### config.mk
export PLATFORM = sky130hd
export DESIGN_NAME = axis_pkt_mux_n_1_flat
export DESIGN_NICKNAME = d
export VERILOG_FILES = /design/src/rtl/axis_pkt_mux_n_1_if.sv /design/src/rtl/axis_pkt_mux_n_1.sv /design/src/flat_wrapper.sv
export SDC_FILE = /design/constraint.sdc
export NUM_CORES = 1
export LEC_CHECK = 0
export CAP_MARGIN = 0
export CORE_AREA = 4 4 74 76
export CTS_BUF_LIST = sky130_fd_sc_hd__clkbuf_4 sky130_fd_sc_hd__clkbuf_8
export CTS_CLUSTER_DIAMETER = 40
export DETAILED_ROUTE_END_ITERATION = 8
export DIE_AREA = 0 0 78 80
export GPL_ROUTABILITY_DRIVEN = 0
export PLACE_DENSITY = 0.81
export SLEW_MARGIN = 10
export SYNTH_ARGS = -nofsm -noshare
export SYNTH_HDL_FRONTEND = slang
export SYNTH_SLANG_ARGS = --single-unit
### constraint.sdc
create_clock -name clk -period 1.8 [get_ports clk]
set_input_delay 0.27 -clock clk [delete_from_list [all_inputs] [get_ports clk]]
set_output_delay 0.27 -clock clk [all_outputs]
set_load 0.02 [all_outputs]
### src/rtl/axis_pkt_mux_n_1_if.sv
// Purpose : AXI-Stream bundle shared by the packet mux input and output sides.
//           NCH lanes of tdata/tvalid/tlast/tready; the output side uses NCH=1.
// Ports   : master drives tdata/tvalid/tlast and samples tready;
//           slave samples tdata/tvalid/tlast and drives tready.
interface axis_pkt_mux_n_1_if #(
  parameter int unsigned DW  = 8,
  parameter int unsigned NCH = 1
);
  logic [NCH*DW-1:0] tdata;
  logic [NCH-1:0]    tvalid;
  logic [NCH-1:0]    tlast;
  logic [NCH-1:0]    tready;

  modport master (output tdata, output tvalid, output tlast, input tready);
  modport slave  (input tdata, input tvalid, input tlast, output tready);
endinterface

### src/rtl/axis_pkt_mux_n_1.sv
// Purpose : Packet-aware N:1 AXI-Stream mux. Locks onto one channel for a whole
//           packet (released on the accepted tlast beat) and feeds a 2-entry
//           main+skid output stage giving 1 beat/clk with no combinational
//           path from m.tready to s.tready.
// Ports   : clk, rst_n (async, active-low)
//           sel     requested channel (fixed-select build only)
//           s       slave bundle, NCH lanes, channel i at tdata[i*DW +: DW]
//           m       master bundle, single lane
//           busy    high while a packet is locked
//           cur_ch  currently / most recently granted channel
// Config  : define RR_ARB_EN for round-robin arbitration; default is fixed select.
module axis_pkt_mux_n_1 #(
  parameter int unsigned DW   = 8,
  parameter int unsigned NCH  = 4,
  parameter int unsigned SELW = $clog2(NCH)
) (
  input  logic            clk,
  input  logic            rst_n,
  input  logic [SELW-1:0] sel,
  axis_pkt_mux_n_1_if.slave  s,
  axis_pkt_mux_n_1_if.master m,
  output logic            busy,
  output logic [SELW-1:0] cur_ch
);

  typedef enum logic {
    IDLE   = 1'b0,
    LOCKED = 1'b1
  } state_e;

  state_e          state_q;
  logic            busy_q;
  logic [SELW-1:0] cur_ch_q;
  logic            m_valid_q;
  logic            m_last_q;
  logic [DW-1:0]   m_data_q;
  logic            skid_valid_q;
  logic            skid_last_q;
  logic [DW-1:0]   skid_data_q;

  logic            in_valid_c;
  logic            in_last_c;
  logic [DW-1:0]   in_data_c;
  logic            accept_c;
  logic            drain_c;
  logic            grant_c;
  logic [SELW-1:0] grant_ch_d;

  // Beat presented by the locked channel
  always_comb begin
    in_valid_c = 1'b0;
    in_last_c  = 1'b0;
    in_data_c  = '0;
    for (int unsigned i = 0; i < NCH; i++) begin
      if (cur_ch_q == SELW'(i)) begin
        in_valid_c = s.tvalid[i];
        in_last_c  = s.tlast[i];
        in_data_c  = s.tdata[i*DW +: DW];
      end
    end
  end

  // Ready depends only on flops: locked channel, open while skid is empty
  always_comb begin
    s.tready = '0;
    if (state_q == LOCKED && !skid_valid_q) begin
      for (int unsigned i = 0; i < NCH; i++) begin
        s.tready[i] = (cur_ch_q == SELW'(i));
      end
    end
  end

  assign accept_c = (state_q == LOCKED) && !skid_valid_q && in_valid_c;
  assign drain_c  = m_valid_q && m.tready[0];

`ifdef RR_ARB_EN
  logic [SELW-1:0] last_grant_q;
  logic            unused_sel;

  assign unused_sel = ^sel;

  // First valid channel after the last grant, wrapping modulo NCH
  always_comb begin
    grant_c    = 1'b0;
    grant_ch_d = '0;
    for (int unsigned k = 1; k <= NCH; k++) begin
      for (int unsigned i = 0; i < NCH; i++) begin
        if (!grant_c && s.tvalid[i] && (i == (32'(last_grant_q) + k) % NCH)) begin
          grant_c    = 1'b1;
          grant_ch_d = SELW'(i);
        end
      end
    end
  end
`else
  // Fixed select: out-of-range sel matches no channel and never grants
  always_comb begin
    grant_c    = 1'b0;
    grant_ch_d = sel;
    for (int unsigned i = 0; i < NCH; i++) begin
      if (sel == SELW'(i) && s.tvalid[i]) begin
        grant_c = 1'b1;
      end
    end
  end
`endif

  // Lock FSM and main+skid output stage
  always_ff @(posedge clk or negedge rst_n) begin
    if (!rst_n) begin
      state_q      <= IDLE;
      busy_q       <= 1'b0;
      cur_ch_q     <= '0;
      m_valid_q    <= 1'b0;
      m_last_q     <= 1'b0;
      m_data_q     <= '0;
      skid_valid_q <= 1'b0;
      skid_last_q  <= 1'b0;
      skid_data_q  <= '0;
`ifdef RR_ARB_EN
      last_grant_q <= SELW'(NCH - 1);
`endif
    end else begin
      case (state_q)
        IDLE: begin
          if (grant_c) begin
            state_q  <= LOCKED;
            busy_q   <= 1'b1;
            cur_ch_q <= grant_ch_d;
          end
        end
        LOCKED: begin
          if (accept_c && in_last_c) begin
            state_q <= IDLE;
            busy_q  <= 1'b0;
`ifdef RR_ARB_EN
            last_grant_q <= cur_ch_q;
`endif
          end
        end
        default: state_q <= IDLE;
      endcase

      // Main refills when empty or draining: skid first, then a new beat
      if (drain_c || !m_valid_q) begin
        if (skid_valid_q) begin
          m_valid_q    <= 1'b1;
          m_data_q     <= skid_data_q;
          m_last_q     <= skid_last_q;
          skid_valid_q <= 1'b0;
        end else if (accept_c) begin
          m_valid_q <= 1'b1;
          m_data_q  <= in_data_c;
          m_last_q  <= in_last_c;
        end else begin
          m_valid_q <= 1'b0;
        end
      end else if (accept_c) begin
        skid_valid_q <= 1'b1;
        skid_data_q  <= in_data_c;
        skid_last_q  <= in_last_c;
      end
    end
  end

  assign m.tdata     = m_data_q;
  assign m.tvalid[0] = m_valid_q;
  assign m.tlast[0]  = m_last_q;
  assign busy        = busy_q;
  assign cur_ch      = cur_ch_q;

endmodule

### src/flat_wrapper.sv
// flat-port wrapper written by rule: the top's interface ports become plain ports
module axis_pkt_mux_n_1_flat 
#(
  parameter int unsigned DW   = 8,
  parameter int unsigned NCH  = 4,
  parameter int unsigned SELW = $clog2(NCH)
)
  (clk, rst_n, sel, busy, cur_ch, s_tdata, s_tvalid, s_tlast, s_tready, m_tdata, m_tvalid, m_tlast, m_tready);
  axis_pkt_mux_n_1_if #(.DW(DW), .NCH(NCH)) s_i ();
  axis_pkt_mux_n_1_if #(.DW(DW), .NCH(NCH)) m_i ();
  input  logic clk;
  input  logic rst_n;
  input  logic [SELW-1:0] sel;
  output logic busy;
  output logic [SELW-1:0] cur_ch;
  input wire logic [$bits(s_i.tdata)-1:0] s_tdata;
  input wire logic [$bits(s_i.tvalid)-1:0] s_tvalid;
  input wire logic [$bits(s_i.tlast)-1:0] s_tlast;
  output wire logic [$bits(s_i.tready)-1:0] s_tready;
  output wire logic [$bits(m_i.tdata)-1:0] m_tdata;
  output wire logic [$bits(m_i.tvalid)-1:0] m_tvalid;
  output wire logic [$bits(m_i.tlast)-1:0] m_tlast;
  input wire logic [$bits(m_i.tready)-1:0] m_tready;
  assign s_i.tdata = s_tdata;
  assign s_i.tvalid = s_tvalid;
  assign s_i.tlast = s_tlast;
  assign s_tready = s_i.tready;
  assign m_tdata = m_i.tdata;
  assign m_tvalid = m_i.tvalid;
  assign m_tlast = m_i.tlast;
  assign m_i.tready = m_tready;
  axis_pkt_mux_n_1 #(.DW(DW), .NCH(NCH), .SELW(SELW)) u_core (.clk(clk), .rst_n(rst_n), .sel(sel), .s(s_i), .m(m_i), .busy(busy), .cur_ch(cur_ch));
endmodule
==> results.cfg, run 1 <==
[synthesis]
yosys_warnings = 6
syn_area_um2 = 1640
synth_cell_types = 28
seq_area_frac_synth_pct = 36.5
synth_area_per_cell_um2 = 12.9
ys_ff_latch = 24
synth_area_leaders = dfrtp_1 (37%), buf_4 (16%), mux4_2 (12%)
synth_top_area_share_pct = 36.5
yosysTopAreaCell = dfrtp_1
synth_cells = 127

[clocking]
clk_path_buf_depth = 2
cts_buffers = 3
htreeDepth = 1
clock-sinks = 24
clock_insertion_delay_worst_skew_ps = 260
cts_root_buffer = clkbuf_8
tritoncts = built
cts.clk_slew.worst_paths_ps = 90
holdBufCountCts = 0

[pwr]
p_leak_nw = 1.05
power_mw = 4.01
worst_ir_drop_vdd_mv = 0.723
p_per_area_nw_per_um2 = 1660

[cells_and_area]
post-route-util_pct = 51.0
drive_gt1_share_pct = 32.8
design_area_um2 = 2410
antenna_cells = 0
final_nets = 250
area_delta_synth_final_pct = 46.6

[sta]
min_period_over_period_pct = 101
setup_violations = 7
maxSlewViolCount = 0
fin_ws_ps = -9.51
final_hold_viol_count = 0
fmax_mhz = 553
fin_setup_tns_ps = -37.0
period_needed_ps = 1810
grt_setup_unrepaired = true
skew_ps = 5.55

[setup_path]
crit_required_ps = 1950
ff2ff_setup_slack_ps = 0
crit_type = input pin to flip-flop
cp_max_fo = 9
r2r-end = u_core.m_last_q
rr_worst_depth = 6
startpoint_type = input pin
timing.rr.start = u_core.state_q
worstPathArrival_ps = 1960
cp-end-kind = flip-flop

[placement]
io_buffers = 61
dp.final_hpwl_mm = 3.06
place_ws_ps = -281
placed_cell_area_um2 = 2270

[run_status]
outcome = complete, but fails checks
violations = setup timing

[grt]
grt_antenna_before_repair = 0
gr-total-overflow = 0
grt_pass1_wl_mm = 6.09
gr-usage-all-layers_pct = 12.2
grt_max_degree = 25
grt_pass1_vias = 1217

[job]
max-cap-violations = 0

[floorplanning]
initial_utilization_pct = 34.8
dieArea_um2 = 6240
core_um2 = 4720
die_h_um = 80
rows = 25
fp.dieW_um = 78
io_pins = 95

[route]
vias = 1168
met1_length_mm = 1.49
firstDrtPassIters = 4
final_antenna_net_count = 0
maxUsedRoutingLayer = met3
wl_per_cell_um = 14.1
dr_wl_met2_mm = 1.96
drc_errors = 0
viasPerCell = 4.36
routed_wl_mm = 3.77
drt_iter0_drc = 47
wl_met3_um = 318

[worst_hold_path]
hold_class = input pin to async pin
-- flip-flops by register name, summed over array words and instances, names as in the netlist --
| register | cells |
|---|---|
| u_core.busy | 1 |
| u_core.cur_ch | 2 |
| u_core.m_data_q | 8 |
| u_core.m_last_q | 1 |
| u_core.m_valid_q | 1 |
| u_core.skid_data_q | 8 |
| u_core.skid_last_q | 1 |
| u_core.skid_valid_q | 1 |
| u_core.state_q | 1 |
-- synth_stat cells --
| cell type | instances |
|---|---|
| nor2_4 | 1 |
| a211o_1 | 1 |
| o21a_1 | 3 |
| and2b_1 | 1 |
| mux2_4 | 9 |
| o21ai_1 | 2 |
| mux4_2 | 9 |
| buf_6 | 1 |
| nand2b_1 | 2 |
| and3_1 | 1 |
| nand2_1 | 3 |
| or3_1 | 1 |
| buf_4 | 34 |
| mux2_2 | 16 |
| clkbuf_1 | 2 |
| nor2_1 | 2 |
| nor2b_1 | 1 |
| mux2_1 | 3 |
| and4_4 | 1 |
| a31oi_1 | 1 |
| a311oi_4 | 1 |
| nor3b_1 | 1 |
| and3b_1 | 1 |
| dfrtp_1 | 24 |
| a21oi_4 | 1 |
| conb_1 | 1 |
| mux2i_1 | 2 |
| inv_1 | 2 |
-- routing by layer --
| layer | vias to the layer above | global-route usage (%) |
|---|---|---|
| li1 | 541 | - |
| met1 | 571 | 14.8 |
| met5 | - | 0 |
| met4 | 0 | 1.57 |
| met3 | 0 | 3.61 |
| met2 | 56 | 21.7 |
-- timing repair --
item                       CTS  global route
gates resized for setup     10             5
buffers inserted             3             1
pin swaps                    1             0
hold endpoints to repair     0             0
setup endpoints to repair   22            18
-- power breakdown --
group	leakage, nW	total, mW	internal, mW	switching, mW
clock network	0.0288	0.363	0.195	0.168
logic	0.737	2.64	1.54	1.10
registers	0.283	1.01	0.828	0.182
-- critical path: stages --
cell,delay (ps)
clkdlybuf4s50_1,410
nor2b_1,150
a211o_4,340
a311oi_4,280
a21oi_4,60
buf_12,160
mux2_4,290
-- stage by stage --
stage,cells,hold slack (ps)
2_1_floorplan,156,-25.6
3_3_place_gp,260,463
3_5_place_dp,260,473
4_1_cts,267,378
5_1_grt,268,384
6_report,268,365
-- worst max path at each step --
stage / slack, ps / cells after the start / start / end
floorplan: -20 / 5 / u_core.cur_ch[0] / u_core.m_data_q[0]
global placement: -250 / 6 / s_tvalid[1] / u_core.m_data_q[4]
detailed placement: -280 / 6 / s_tvalid[1] / u_core.m_last_q
CTS: -8 / 6 / u_core.cur_ch[0] / u_core.m_last_q
global route: -40 / 7 / s_tvalid[0] / u_core.m_data_q[7]
finish: -10 / 7 / s_tvalid[0] / u_core.m_last_q
-- logic make-up after synthesis --
family                 Yosys count  synth area share (%)
flip-flops                      24                  36.5
AO/OA/AOI/OAI                    9                  5.48
AND/OR/NAND/NOR                 15                  5.86
buffers and inverters           39                  17.1
multiplexers                    39                  34.8
other                            1                 0.228
-- layout make-up --
class                   count  area (um2)
repair buffers             78         761
well taps                  67        83.8
multi-input cells          93         900
clock buffers               4        55.1
flip-flops and latches     24         603
fillers                   419        2310
inverters                   2        7.51
-- cell usage in the layout, fill, tap and decap left out, types with 2 or more instances in the layout --
master / n
clkbuf_8: 4
dfrtp_2: 2
buf_4: 14
nor2_1: 2
mux2i_1: 2
mux2_2: 16
buf_12: 2
o21a_1: 3
mux2_4: 9
conb_1: 30
dlygate4sd2_1: 3
nand2_1: 3
inv_1: 2
nand2b_1: 2
dfrtp_1: 22
clkdlybuf4s50_1: 56
mux4_2: 9
mux2_1: 3
Note: power is estimated with default switching activity, not from simulation.
==> run 2, diff against run 1 <==
--- a/config.mk
+++ b/config.mk
@@ -6,11 +6,13 @@
 export NUM_CORES = 1
 export LEC_CHECK = 0
 export CAP_MARGIN = 0
-export CORE_AREA = 4 4 74 76
+export CELL_PAD_IN_SITES_DETAIL_PLACEMENT = 0
+export CELL_PAD_IN_SITES_GLOBAL_PLACEMENT = 1
+export CORE_AREA = 4 4 85 87
 export CTS_BUF_LIST = sky130_fd_sc_hd__clkbuf_4 sky130_fd_sc_hd__clkbuf_8
 export CTS_CLUSTER_DIAMETER = 40
 export DETAILED_ROUTE_END_ITERATION = 8
-export DIE_AREA = 0 0 78 80
+export DIE_AREA = 0 0 89 91
 export GPL_ROUTABILITY_DRIVEN = 0
 export PLACE_DENSITY = 0.81
 export SLEW_MARGIN = 10
==> run 2 against run 1 <==
  * Clock power down 1%
  * First-iteration DRC count decreased by 62%
  * Utilization is 13 points lower
  * The flow still finishes with violations (setup timing)
  * Die area increased by 30%
  * Critical path type is now flip-flop to flip-flop
  * Largest power group unchanged
  * Sequential power is essentially flat
  * Register-to-register slack about the same
  * Critical path depth down 1
==> results.cfg, run 2 (same netlist as run 1, synthesis figures left out) <==
[run_status]
outcome = complete, but fails checks
violations = setup timing

[setup_path]
startpoint_type = flip-flop
crit_required_ps = 1950
rr_worst_depth = 6
cp_max_fo = 10
worstPathArrival_ps = 1960
crit_type = flip-flop to flip-flop
r2r-end = u_core.m_data_q[0]
ff2ff_setup_slack_ps = -10
cp-end-kind = flip-flop
timing.rr.start = u_core.cur_ch[0]

[route]
vias = 1153
routed_wl_mm = 4.03
final_antenna_net_count = 0
drt_iter0_drc = 18
viasPerCell = 4.16
drc_errors = 0
wl_per_cell_um = 14.5
firstDrtPassIters = 4

[clocking]
htreeDepth = 1
holdBufCountCts = 0
tritoncts = built
cts.clk_slew.worst_paths_ps = 80
cts_root_buffer = clkbuf_8
clk_path_buf_depth = 2
clock-sinks = 24
clock_insertion_delay_worst_skew_ps = 260
cts_buffers = 3

[cells_and_area]
antenna_cells = 0
final_nets = 249
drive_gt1_share_pct = 33.0
layoutNonFillerInstCount = 277
layout_commonest_cell = clkdlybuf4s50_1
area_delta_synth_final_pct = 48.2
post-route-util_pct = 38.4
final_cell_mix = clkdlybuf4s50_1 (56), conb_1 (30), dfrtp_1 (22)

[placement]
dp.final_hpwl_mm = 3.20
io_buffers = 61
placed_cells = 269

[floorplanning]
die_h_um = 91
dieArea_um2 = 8100
core_um2 = 6350
rows = 29
initial_utilization_pct = 25.9
io_pins = 95
fp.dieW_um = 89

[grt]
gr-usage-all-layers_pct = 10.0
grt_antenna_before_repair = 0
grt_pass1_wl_mm = 6.34
gr-total-overflow = 0
grt_max_degree = 25
grt_pass1_vias = 1247

[sta]
fmax_mhz = 552
fin_ws_ps = -11.9
fin_setup_tns_ps = -83.2
min_period_over_period_pct = 101
skew_ps = 2.34
grt_setup_unrepaired = true
maxSlewViolCount = 0
final_hold_viol_count = 0
period_needed_ps = 1810
setup_violations = 9

[pwr]
worst_ir_drop_vdd_mv = 0.692
p_leak_nw = 1.05
p_per_area_nw_per_um2 = 1670

[worst_hold_path]
hold_class = input pin to async pin

[job]
max-cap-violations = 0
==> run 2: cell count changes in the layout (fill, tap and decap cells not counted) <==
cell             before  now
o21ai_2               1    0
clkbuf_2              0    1
buf_4                14   11
nor2b_2               0    1
nor2b_1               1    0
a31oi_2               0    1
a31oi_4               1    0
buf_6                 1    0
o21ai_1               1    2
buf_12                2    5
clkdlybuf4s15_1       0    1
dlygate4sd2_1         3    1
==> run 2: critical path, cell delays in order, from the launching register on <==
cell and delay (ps):
dfrtp_2 450, buf_12 150, a211o_4 290, a311oi_4 290, a21oi_4 60, buf_12 160
mux2_4 290
==> run 2: cell type report <==
class                      count  area [um2]
tap                           77        96.3
clock buffer                   4        55.1
timing repair buffer          77         785
sequential                    24         603
multi-input combinational     93         890
inverter                       2        7.51
fill                         602        3910
==> run 2: how the worst max path moves through the flow <==
stage                      from               endpoint  slack, ps
2_1_floorplan  u_core.cur_ch[0]     u_core.m_data_q[0]        -20
3_3_place_gp        s_tvalid[0]  u_core.skid_data_q[1]       -260
3_5_place_dp        s_tvalid[1]        u_core.m_last_q       -280
4_1_cts        u_core.cur_ch[0]     u_core.m_data_q[7]         -2
5_1_grt        u_core.cur_ch[1]     u_core.m_data_q[0]        -70
6_report       u_core.cur_ch[0]     u_core.m_data_q[0]        -10
==> run 2: per-stage QoR <==
step,worst slack (ps),hold WS [ps],power [mW],instance area (um2)
2_1_floorplan,-24.9,-25.6,2.74,1760
3_3_place_gp,-264,463,3.56,2320
3_5_place_dp,-283,473,3.61,2320
4_1_cts,-2.12,377,4.04,2390
5_1_grt,-67.7,399,4.34,2440
6_report,-11.9,373,4.07,2440
==> run 2: layer usage <==
| metal | vias up | GRT usage (%) | share of wire, % |
|---|---|---|---|
| li1 | 538 | - | - |
| met2 | 49 | 18.3 | 51 |
| met1 | 564 | 11.8 | 39 |
| met3 | 2 | 1.81 | 9.1 |
| met5 | - | 0 | 0 |
| met4 | 0 | 2.98 | 1.0 |
==> run 2: power by group <==
group          total (mW)  switching [mW]  internal [mW]
clock network       0.358           0.163          0.195
logic                2.68            1.10           1.59
registers            1.02           0.195          0.828
total                4.07            1.45           2.61
==> run 2: what timing repair did <==
item                       4_1_cts  5_1_grt
pin swaps                        1        1
setup endpoints to repair       22       21
resized for setup                8        7
buffers inserted                 1        4
cloned                           0        0
==> run 3, diff against run 2 <==
--- a/config.mk
+++ b/config.mk
@@ -15,7 +15,7 @@
 export DIE_AREA = 0 0 89 91
 export GPL_ROUTABILITY_DRIVEN = 0
 export PLACE_DENSITY = 0.81
-export SLEW_MARGIN = 10
+export SKIP_LAST_GASP = 1
 export SYNTH_ARGS = -nofsm -noshare
 export SYNTH_HDL_FRONTEND = slang
 export SYNTH_SLANG_ARGS = --single-unit
==> constraint.sdc (replaced) <==
create_clock -name clk -period 1.5 [get_ports clk]
set_input_delay 0.225 -clock clk [delete_from_list [all_inputs] [get_ports clk]]
set_output_delay 0.225 -clock clk [all_outputs]
set_load 0.02 [all_outputs]
==> run 3 against run 2 <==
  * The run still ends with setup timing left
  * Combinational power is 25% higher
  * Routed wire length is 2.7% lower
  * Maximum frequency is 0.99% higher
  * Count of clock-buffer cells in the layout is 1 lower
  * Worst setup slack worse by 280 ps
  * Register-to-register slack worse by 280 ps
==> results.cfg, run 3 (same netlist as run 1, synthesis figures left out) <==
[run_status]
violations = setup timing
outcome = complete, but fails checks

[placement]
place_ws_ps = -549
io_buffers = 61
dp.final_hpwl_mm = 3.09
placed_cell_area_um2 = 2340

[worst_hold_path]
hold_class = input pin to async pin

[route]
firstDrtPassIters = 4
drc_errors = 0
vias = 1188
routed_wl_mm = 3.92
viasPerCell = 4.18
drt_iter0_drc = 26
final_antenna_net_count = 0
wl_per_cell_um = 13.8

[pwr]
clockPowerShare_pct = 11.1
cell_internal_pwr_mw = 3.33
p_per_area_nw_per_um2 = 2030
p_switching_mw = 1.81
p_sw_share_pct = 35.3
p_leak_nw = 1.16
pwr-share-seq_pct = 23.6
worst_ir_drop_vdd_mv = 0.781
comb_power_share_pct = 65.3

[floorplanning]
io_pins = 95
die_h_um = 91
initial_utilization_pct = 25.9
core_um2 = 6350
fp.dieW_um = 89
dieArea_um2 = 8100
rows = 29

[setup_path]
cp_max_fo = 7
cp-end-kind = flip-flop
crit_required_ps = 1660
startpoint_type = flip-flop
worstPathArrival_ps = 1960
crit_type = flip-flop to flip-flop

[cells_and_area]
antenna_cells = 0
area_delta_synth_final_pct = 54.3
num-fill-cells = 604
layout_commonest_cell = clkdlybuf4s50_1
drive_gt1_share_pct = 38.6
design_area_um2 = 2540
final_nets = 256
final_cell_mix = clkdlybuf4s50_1 (46), conb_1 (30), dfrtp_1 (22)

[sta]
final_hold_viol_count = 0
grt_setup_unrepaired = true
skew_ps = 1.44
maxSlewViolCount = 0
setup_violations = 24
fin_setup_tns_ps = -5010
fin_ws_ps = -294
fmax_mhz = 557
period_needed_ps = 1790
min_period_over_period_pct = 120

[grt]
grt_max_degree = 25
gr-total-overflow = 0
grt_antenna_before_repair = 0
grt_pass1_vias = 1281
gr-usage-all-layers_pct = 9.68
grt_pass1_wl_mm = 6.09

[clocking]
cts_root_buffer = clkbuf_8
cts.clk_slew.worst_paths_ps = 90
htreeDepth = 1
clk_path_buf_depth = 2
cts_buffers = 3
clock_insertion_delay_worst_skew_ps = 270
tritoncts = built
clock-sinks = 24

[job]
max-cap-violations = 0
-- run 3: cell types whose count changed in the layout (fill, tap and decap cells not counted), sizes merged --
cell           delta
dlygate4sd2       +4
clkdlybuf4s50    -10
buf               +9
bufinv            +1
clkbuf            -1
clkdlybuf4s15     -1
dlymetal6s2s      +5
-- run 3: repair_timing --
action | in CTS | in global routing
hold buffers | 0 | 0
gates cloned | 0 | 0
endpoints found under the setup margin | 30 | 33
setup buffers | 5 | 0
pin swaps | 1 | 4
gates resized for setup | 28 | 18
-- run 3: final timing paths --
check | start | endpoint | slack (ps) | depth (start not counted)
worst max-delay path | u_core.cur_ch[0] | u_core.m_data_q[3] | -290 | 6
worst min-delay path | rst_n | u_core.skid_data_q[0] | 300 | 2
worst max register to register | u_core.cur_ch[0] | u_core.m_data_q[3] | -290 | 6
worst min register to register | u_core.skid_data_q[0] | u_core.skid_data_q[0] | 490 | 1
max in group asynchronous | rst_n | u_core.cur_ch[1] | 940 | 2
min in group clk | u_core.skid_data_q[0] | u_core.skid_data_q[0] | 490 | 1
-- run 3: power groups by stage --
stage               combinational (mW)  clock (mW)  sequential (mW)
floorplan                         1.96           0             1.35
global placement                  3.07           0             1.21
detailed placement                3.13           0             1.22
CTS                               3.33       0.585             1.23
global route                      3.60       0.609             1.27
finish                            3.36       0.571             1.21
-- run 3: metal layers --
layer	wire length (um)	GRT usage (%)
met1	1480	11.2
met2	1970	17.3
met3	445	3.08
met4	25	1.86
met5	0	0
-- run 3: layout make-up --
cell class	count	area, um2	area share [%]
timing repair buffer	84	833	32.9
sequential	24	603	23.8
inverter	2	7.51	0.296
tap	77	96.3	3.80
clock buffer	3	41.3	1.63
multi-input combinational	93	925	36.5
clock inverter	1	30.0	1.18
-- run 3: worst max-delay path, stage by stage (launching register included) --
cell and delay, ps:
dfrtp_2 460, buf_6 130, a211o_4 290, a311oi_4 290, a21oi_4 70, buf_12 150
mux2_4 290
-- run 3: stage by stage --
step,power [mW],hold slack [ps],utilization (%),cells
after floorplan,3.30,-70.6,-,156
after global placement,4.29,461,36.9,275
after detailed placement,4.35,474,36.9,275
after CTS,5.14,307,39.2,284
after global routing,5.48,337,39.9,284
final,5.14,301,39.9,284
